[src/rtl/dvsd_mac_accum_pkg.sv]
`default_nettype none
// ============================================================================
// Module      : dvsd_mac_accum_pkg
// Description : Shared definitions for the MAC accumulation stage.
//               Holds the FSM state encoding, the product width and the
//               default ACC_W / MAX_TERMS values used by the stage and its
//               adder.
// Revision    : 1.0 - initial release
// ============================================================================
package dvsd_mac_accum_pkg;

   localparam int PROD_W        = 16;
   localparam int DEF_ACC_W     = 24;
   localparam int DEF_MAX_TERMS = 256;

   typedef enum logic [1:0] {
      IDLE  = 2'd0,
      ACCUM = 2'd1,
      HOLD  = 2'd2
   } state_t;

endpackage
`default_nettype wire

[src/rtl/dvsd_acc_add.sv]
`default_nettype none
// ============================================================================
// Module      : dvsd_acc_add
// Description : Purely combinational ACC_W-bit accumulator adder with a
//               16-bit zero-extended addend and carry-out.
//               Macro DVSD_MAC_SAT_EN: when defined, a carry-out clamps the
//               sum to all ones; otherwise the sum wraps modulo 2^ACC_W.
// Ports       : acc    in  ACC_W  current accumulator value
//               addend in  16     product to add
//               sum    out ACC_W  new accumulator value
//               carry  out 1      carry-out of the (ACC_W+1)-bit sum
// Revision    : 1.0 - initial release
// ============================================================================
module dvsd_acc_add
   import dvsd_mac_accum_pkg::*;
#(
   parameter int ACC_W = DEF_ACC_W
) (
   input  logic [ACC_W-1:0]  acc,
   input  logic [PROD_W-1:0] addend,
   output logic [ACC_W-1:0]  sum,
   output logic              carry
);

   logic [ACC_W:0] w_sum_ext;

   assign w_sum_ext = {1'b0, acc} + {{(ACC_W + 1 - PROD_W){1'b0}}, addend};
   assign carry     = w_sum_ext[ACC_W];

`ifdef DVSD_MAC_SAT_EN
   // Once clamped, any further non-zero addend carries again and re-clamps,
   // so the saturated value persists for the rest of the packet.
   assign sum = carry ? {ACC_W{1'b1}} : w_sum_ext[ACC_W-1:0];
`else
   assign sum = w_sum_ext[ACC_W-1:0];
`endif

endmodule
`default_nettype wire

[src/rtl/dvsd_mac_accum.sv]
`default_nettype none
// ============================================================================
// Module      : dvsd_mac_accum
// Description : Sequential accumulation stage behind the 8x8 multiplier.
//               Sums a packet of 16-bit products (ended by prod_last or by
//               reaching MAX_TERMS) and presents sum, term count and
//               overflow flag on an output valid/ready handshake.
//               Macro DVSD_MAC_SAT_EN selects saturating instead of
//               wrapping accumulation (see dvsd_acc_add).
// Ports       : clock      in  1      rising-edge clock
//               reset      in  1      synchronous active-high reset
//               prod       in  16     product from multiplier
//               prod_valid in  1      prod valid
//               prod_last  in  1      last product of packet
//               prod_ready out 1      stage accepts a product
//               acc_data   out ACC_W  accumulated sum
//               acc_count  out CNT_W  number of products summed
//               acc_ovf    out 1      sum exceeded 2^ACC_W-1
//               acc_valid  out 1      acc_* valid
//               acc_ready  in  1      consumer accepts result
// Revision    : 1.0 - initial release
// ============================================================================
module dvsd_mac_accum
   import dvsd_mac_accum_pkg::*;
#(
   parameter  int ACC_W     = DEF_ACC_W,
   parameter  int MAX_TERMS = DEF_MAX_TERMS,
   localparam int CNT_W     = $clog2(MAX_TERMS + 1)
) (
   input  logic              clock,
   input  logic              reset,
   input  logic [PROD_W-1:0] prod,
   input  logic              prod_valid,
   input  logic              prod_last,
   output logic              prod_ready,
   output logic [ACC_W-1:0]  acc_data,
   output logic [CNT_W-1:0]  acc_count,
   output logic              acc_ovf,
   output logic              acc_valid,
   input  logic              acc_ready
);

   localparam logic [CNT_W-1:0] C_MAX_TERMS = CNT_W'(MAX_TERMS);
   localparam logic [CNT_W-1:0] C_ONE       = CNT_W'(1);

   state_t             r_state;
   state_t             w_next_state;
   logic [ACC_W-1:0]   r_acc;
   logic [CNT_W-1:0]   r_count;
   logic               r_ovf;
   logic [ACC_W-1:0]   w_sum;
   logic               w_carry;
   logic [CNT_W-1:0]   w_count_inc;
   logic               w_accept;
   logic               w_close;

   dvsd_acc_add #(
      .ACC_W (ACC_W)
   ) u_add (
      .acc    (r_acc),
      .addend (prod),
      .sum    (w_sum),
      .carry  (w_carry)
   );

   assign w_count_inc = r_count + C_ONE;

   // FSM state register
   always_ff @(posedge clock) begin
      if (reset) begin
         r_state <= IDLE;
      end else begin
         r_state <= w_next_state;
      end
   end

   // FSM next state and handshake decode; ready/valid come only from the
   // registered state (and reset), never from the input handshake.
   always_comb begin
      w_next_state = r_state;
      prod_ready   = 1'b0;
      acc_valid    = 1'b0;
      w_accept     = 1'b0;
      w_close      = 1'b0;
      case (r_state)
         IDLE: begin
            prod_ready = ~reset;
            w_accept   = prod_valid & ~reset;
            w_close    = prod_last | (MAX_TERMS == 1);
            if (w_accept) begin
               w_next_state = w_close ? HOLD : ACCUM;
            end
         end
         ACCUM: begin
            prod_ready = ~reset;
            w_accept   = prod_valid & ~reset;
            w_close    = prod_last | (w_count_inc == C_MAX_TERMS);
            if (w_accept && w_close) begin
               w_next_state = HOLD;
            end
         end
         HOLD: begin
            acc_valid = 1'b1;
            if (acc_ready) begin
               w_next_state = IDLE;
            end
         end
         default: begin
            w_next_state = IDLE;
         end
      endcase
   end

   // Accumulator, term counter and sticky overflow. The first beat of a
   // packet loads rather than adds, so no clear cycle is needed between
   // packets.
   always_ff @(posedge clock) begin
      if (reset) begin
         r_acc   <= '0;
         r_count <= '0;
         r_ovf   <= 1'b0;
      end else if (w_accept) begin
         if (r_state == IDLE) begin
            r_acc   <= ACC_W'(prod);
            r_count <= C_ONE;
            r_ovf   <= 1'b0;
         end else begin
            r_acc   <= w_sum;
            r_count <= w_count_inc;
            r_ovf   <= r_ovf | w_carry;
         end
      end
   end

   assign acc_data  = r_acc;
   assign acc_count = r_count;
   assign acc_ovf   = r_ovf;

endmodule
`default_nettype wire

[config.mk]
export PLATFORM = sky130hd
export DESIGN_NAME = dvsd_mac_accum
export DESIGN_NICKNAME = d
export VERILOG_FILES = /design/src/rtl/dvsd_mac_accum_pkg.sv /design/src/rtl/dvsd_acc_add.sv /design/src/rtl/dvsd_mac_accum.sv
export SDC_FILE = /design/constraint.sdc
export NUM_CORES = 1
export LEC_CHECK = 0
export CAP_MARGIN = 30
export CORE_MARGIN = 3
export CORE_UTILIZATION = 35
export DETAILED_ROUTE_END_ITERATION = 10
export PLACE_DENSITY = 0.63
export SYNTH_ARGS = -nofsm -noshare
export SYNTH_HDL_FRONTEND = slang
export SYNTH_SLANG_ARGS = --single-unit
[constraint.sdc]
create_clock -name clock -period 2.7 [get_ports clock]
set_input_delay 0.675 -clock clock [delete_from_list [all_inputs] [get_ports clock]]
set_output_delay 0.675 -clock clock [all_outputs]
set_load 0.02 [all_outputs]
=== Word-level counts from Yosys, hierarchy flattened ===
Index checks and enable logic that the tools add are counted.

* Flip-flop bits (word level): 36
* Output and inout port bits: 36
* Logic and storage cells: 31

* Add/sub/neg operators: 2
* Eq/ne operators: 6
* Multiplexer cells: 11
* Bitwise operators: 4
* Reduce and logical (&&, ||, !) cells: 4

{| class="wikitable"
|+ Operator list
! kind !! count
|-
| adder 24 x 16 -> 25 bit || 1
|-
| 2-to-1 mux 24 bit || 1
|-
| adder 9 x 1 -> 9 bit (second input constant) || 1
|-
| == test 9 bit (second input constant) || 1
|-
| 2-to-1 mux 9 bit || 1
|-
| 2-to-1 mux 2 bit || 4
|-
| inequality test 2 bit (second input constant) || 3
|-
| case mux 2 bit (3 select lines) || 1
|-
| 2-to-1 mux 1 bit || 4
|-
| AND reduction 3 bit || 1
|-
| == test 2 x 1 -> 1 bit (second input constant) || 1
|-
| == test 2 bit (second input constant) || 1
|-
| logical NOT 2 bit || 1
|-
| bitwise OR 1 bit || 2
|-
| OR reduction 2 bit || 1
|-
| AND 1 bit || 1
|-
| logical AND 1 bit || 1
|-
| NOT 1 bit || 1
|}

=== Longest topological paths before layout ===
* Depth in word-level cells: 6
* Gate-level depth with buffers: 10

=== By module ===
A second synthesis with hierarchy kept.

* Cell total of the unflattened synthesis: 339
* Area, all modules: 2,665.1 sq um

{| class="wikitable"
|+ By module, submodules not included
! module !! times used !! cells each !! area an instance (sq um)
|-
| dvsd_mac_accum || 1 || 208 || 1,689.1
|-
| dvsd_acc_add || 1 || 131 || 975.9
|}

=== Least setup slack after synthesis ===
OpenSTA, ideal clock, no wires.

* Path kind: input -> register
* Start point: input prod[0]
* End point: register r_acc[16] (netlist: acc_data[16])
* Arrival time: 2.557 ns
* Data required time: 2.630 ns
* Setup slack: 0.073 ns
* Cell stages on the path: 10
* Buffers on the path: 0
* Cell sequence: ha_1 inv_1 fa_1 nand2b_1 a21oi_1 o21ai_0 a211oi_1 o21ai_0 a211o_1 a21oi_1

* Longest elaborated chain between the ends: 2

{| class="wikitable"
|+ RTL lines
! item !! line !! source
|-
| start, declared || dvsd_mac_accum.sv:32 || <nowiki>input logic [PROD_W-1:0] prod,</nowiki>
|-
| adder 24 x 16 -> 25 bit || dvsd_acc_add.sv:27 || <nowiki>assign w_sum_ext = {1'b0, acc} + {{(ACC_W + 1 - PROD_W){1'b0}}, addend};</nowiki>
|-
| 2-to-1 mux 24 bit || dvsd_mac_accum.sv:123 || <nowiki>if (r_state == IDLE) begin</nowiki>
|-
| end signal, assigned || dvsd_mac_accum.sv:124 || <nowiki>r_acc <= ACC_W'(prod);</nowiki>
|-
| end signal, assigned || dvsd_mac_accum.sv:128 || <nowiki>r_acc <= w_sum;</nowiki>
|-
| end, declared || dvsd_mac_accum.sv:48 || <nowiki>logic [ACC_W-1:0] r_acc;</nowiki>
|}

No other way between the ends.
A chain may end at the register's enable or synchronous reset.

=== Worst setup path in the final report ===
* Start point: input prod[9]
* End point: register r_acc[21] (netlist: acc_data[21])

The elaborated chain is that of the path after synthesis.

==> results.tsv <==
stage	metric	value	unit
yosys	Syn Nets	375	
placement	port bufs	56	
yosys	synthesized area per cell	7.746	sq um
floorplanning	Initial Utilization	37.17	%
sta	final hold vios	0	
sta	period utilization	96.47	%
drt	Vias/cell	5.297	
sta	Setup TNS	0	ns
sta	Clock Skews	0.007686	ns
finish	final core utilization	55.00	%
pwr	Max rail drop VDD	0.1948	mV
pwr	Pleak	1.548	nW
global_route	antenna violations before repair	0	
status	status	completed	
floorplanning	die area	8483	sq um
clock_tree	Max clock buf depth	2	
critical_path	maximum fanout along the worst path	8	
global_route	GR Util All Layers	18.21	%
drt	DRT Pass-1 Iters	4	
yosys	most numerous cell in the Yosys netlist	dfxtp_1	
placement	gp weighted congestion	0.8519	
critical_path	slowest stage cell, crit path	clkdlybuf4s50_1	
finish	cell area after layout	3840	sq um
placement	HPWL Detailed	5.638	mm
worst_hold_path	Hold WC Path Type	reg2reg	
drt	WL final	7.872	mm
pwr	PD cells	435.5	nW/um^2
floorplanning	Cell Rows	30	
critical_path	slowest stage delay, CP	0.54	ns
sta	Final Max Tran Viols	0	
critical_path	Reg2Reg Depth	8	
finish	Total Nets Final	472	
critical_path	Crit path arrival time	2.79	ns
placement	placed cell area	3548	sq um
sta	Final setup viols	0	
clock_tree	TritonCTS Buffers	5	
flow_run	MaxCap Viol Count	0	
critical_path	RR Endpoint	acc_data[21]	
drt	antenna viol nets, final	0	
yosys	Synth Register Bits	36	
yosys	Synth area leaders	dfxtp_1 (28%), ha_1 (8.7%), a21oi_1 (5.8%)	
global_route	Congestion Overflow GR	0	
yosys	ys flop type	dfxtp_1	
finish	area grow syn2layout	47.97	%
drt	vias	2802	
clock_tree	Root Buffer	clkbuf_8	
clock_tree	H-tree lvl count	2	
critical_path	CP endpoint	acc_data[21]	
yosys	Distinct cells, synth	49	
global_route	largest net degree at the start of global routing	32	
yosys	share of the synthesized area in the top cell type	27.77	%
global_route	global-route wire length before repair	12.76	mm
critical_path	CP Data Required Time	2.88	ns
critical_path	launching point of the worst reg2reg path	acc_data[1]	
yosys	Gate Count Post-Synth	335	
finish	Antenna Diode Count	0	
clock_tree	CTS Sinks	36	
floorplanning	Core Footprint	6982	sq um
drt	Avg WL per Cell	14.88	um
yosys	post-synthesis sequential area ratio	27.77	%
sta	FMAX	383.9	MHz
yosys	post-synth top area cell	dfxtp_1	
sta	Tmin final	2.605	ns
critical_path	flop2flop setup slack	0.40	ns
floorplanning	IO Pins	57	
critical_path	Cell Chain, Critical Path	clkdlybuf4s50_1, ha_2, nand2b_1, nand2_1, a221o_2, a221oi_4, or3_2, a21oi_1	
clock_tree	Reg clk slew, reported paths	0.08	ns
pwr	Design Power	1.672	mW
sta	Least-Margin Pin Slew	0.6397	ns
critical_path	Worst setup SP type	input port	
critical_path	Setup Crit Path Kind	in2reg	
floorplanning	Die X	92.11	um
yosys	Post-synth EDFFs	0	
critical_path	CP Launch Point	prod[9]	
clock_tree	Clock Latency Late Sink	0.30	ns
critical_path	crit path capture type	flip-flop	
yosys	Warnings, synthesis	0	
floorplanning	Die Ht	92.11	um
clock_tree	CTS tree	done	
drt	DRC Markers	0	
sta	slew margin rel.	57.36	%
yosys	post-synthesis cell area	2595	sq um
drt	DRT iter0 DRCs	91	
clock_tree	CTS Hold Bufs	0	
yosys	synth cell count leaders	dfxtp_1 (36), nand2_1 (35), a21oi_1 (30)	
yosys	Async S/R FF share, synth	0	%
finish	share of cells above drive strength 1	19.63	%
global_route	vias in the first global route	2670	
==> kinds of logic (layout without fill, tap and decap cells) <==
logic type,count (synthesis),in the layout,share of synthesized area [%]
simple gates,118,118,22.18
compound gates,114,114,29.27
flops,36,36,27.77
buf+inv,27,125,3.953
fa+ha+maj,19,19,9.451
xor+xnor,15,15,5.063
mux,6,6,2.314
==> what timing repair did <==
action / in CTS / in global routing
pin swaps: 13 / 11
gates cloned: 0 / 0
setup endpoints to repair: 13 / 8
buffers inserted: 5 / 1
gates resized for setup: 20 / 15
==> report_power, final <==
group          leakage, nW  switching (mW)  total, mW  internal [mW]
clock network       0.0552           0.220      0.494          0.275
registers            0.293          0.0323      0.591          0.559
logic                 1.20           0.303      0.587          0.285
total                 1.55           0.554       1.67           1.12
==> critical path, delay by kind of cell <==
family | cells | cell delay, ns
AO/OA/AOI/OAI | 3 | 0.88
adder cells (fa/ha/maj) | 1 | 0.33
buffers and inverters | 1 | 0.54
AND/OR/NAND/NOR | 3 | 0.36
==> state kept, by name (all words and copies together), names as in the netlist <==
signal / flops
acc_ovf: 1
acc_count: 9
r_state: 2
acc_data: 24
==> metrics by stage <==
stage	setup WS, ns	instances	hold WS (ns)
CTS	0.007156	529	0.4907
detailed placement	-0.7334	516	0.4718
global placement	-0.6559	515	0.4649
floorplan	0.07330	335	0.5458
finish	0.09522	529	0.4843
global route	-0.01042	529	0.5236
==> metal layers <==
metal | wire length [um] | part of all wire [%] | vias up | track usage (%)
li1 | - | - | 1422 | -
met1 | 3813 | 48 | 1317 | 24.60
met2 | 3700 | 47 | 53 | 30.72
met3 | 259 | 3.3 | 10 | 2.789
met4 | 98 | 1.2 | 0 | 3.713
met5 | 0 | 0 | - | 0
==> layout make-up <==
type	instances	area (sq um)
Clock inverter	2	35.03
Fill cell	675	3142
Clock buffer	6	72.57
Inverter	12	45.04
Timing Repair Buffer	105	937.1
Sequential cell	36	720.7
Tap cell	96	120.1
Multi-Input combinational cell	272	1909
==> worst min-delay path by stage <==
stage                      start            to  slack (ns)  cells after the start
finish               acc_data[3]   acc_data[3]        0.48                      2
global route        acc_data[22]  acc_data[22]        0.52                      2
CTS                  acc_data[5]   acc_data[5]        0.49                      2
detailed placement   acc_data[4]   acc_data[4]        0.47                      2
global placement     acc_data[4]   acc_data[4]        0.46                      2
floorplan            acc_data[3]   acc_data[3]        0.55                      2
==> placed cells by master (no fill, tap or decap), types with 3 or more instances in the layout <==
cell	synthesis	final
a211o_1	3	3
a21o_1	12	12
a21oi_1	30	27
a22oi_1	9	9
buf_4	0	49
clkbuf_8	0	5
clkdlybuf4s50_1	0	48
dfxtp_1	36	36
dlygate4sd2_1	0	3
dlymetal6s2s_1	0	5
ha_1	18	10
ha_4	0	6
inv_1	11	11
mux2i_1	6	6
nand2_1	35	35
nand2b_1	9	8
nand3_1	17	17
nand4_1	4	4
nor2_1	25	25
nor2b_1	4	4
nor3_1	7	7
o211ai_1	3	3
o21ai_0	25	20
o21ai_1	4	5
o21ai_2	0	4
o221ai_1	6	6
o22ai_1	5	5
or3_1	4	4
xnor2_1	8	8
xor2_1	7	7
No activity file was read; power rests on OpenSTA's default activity.
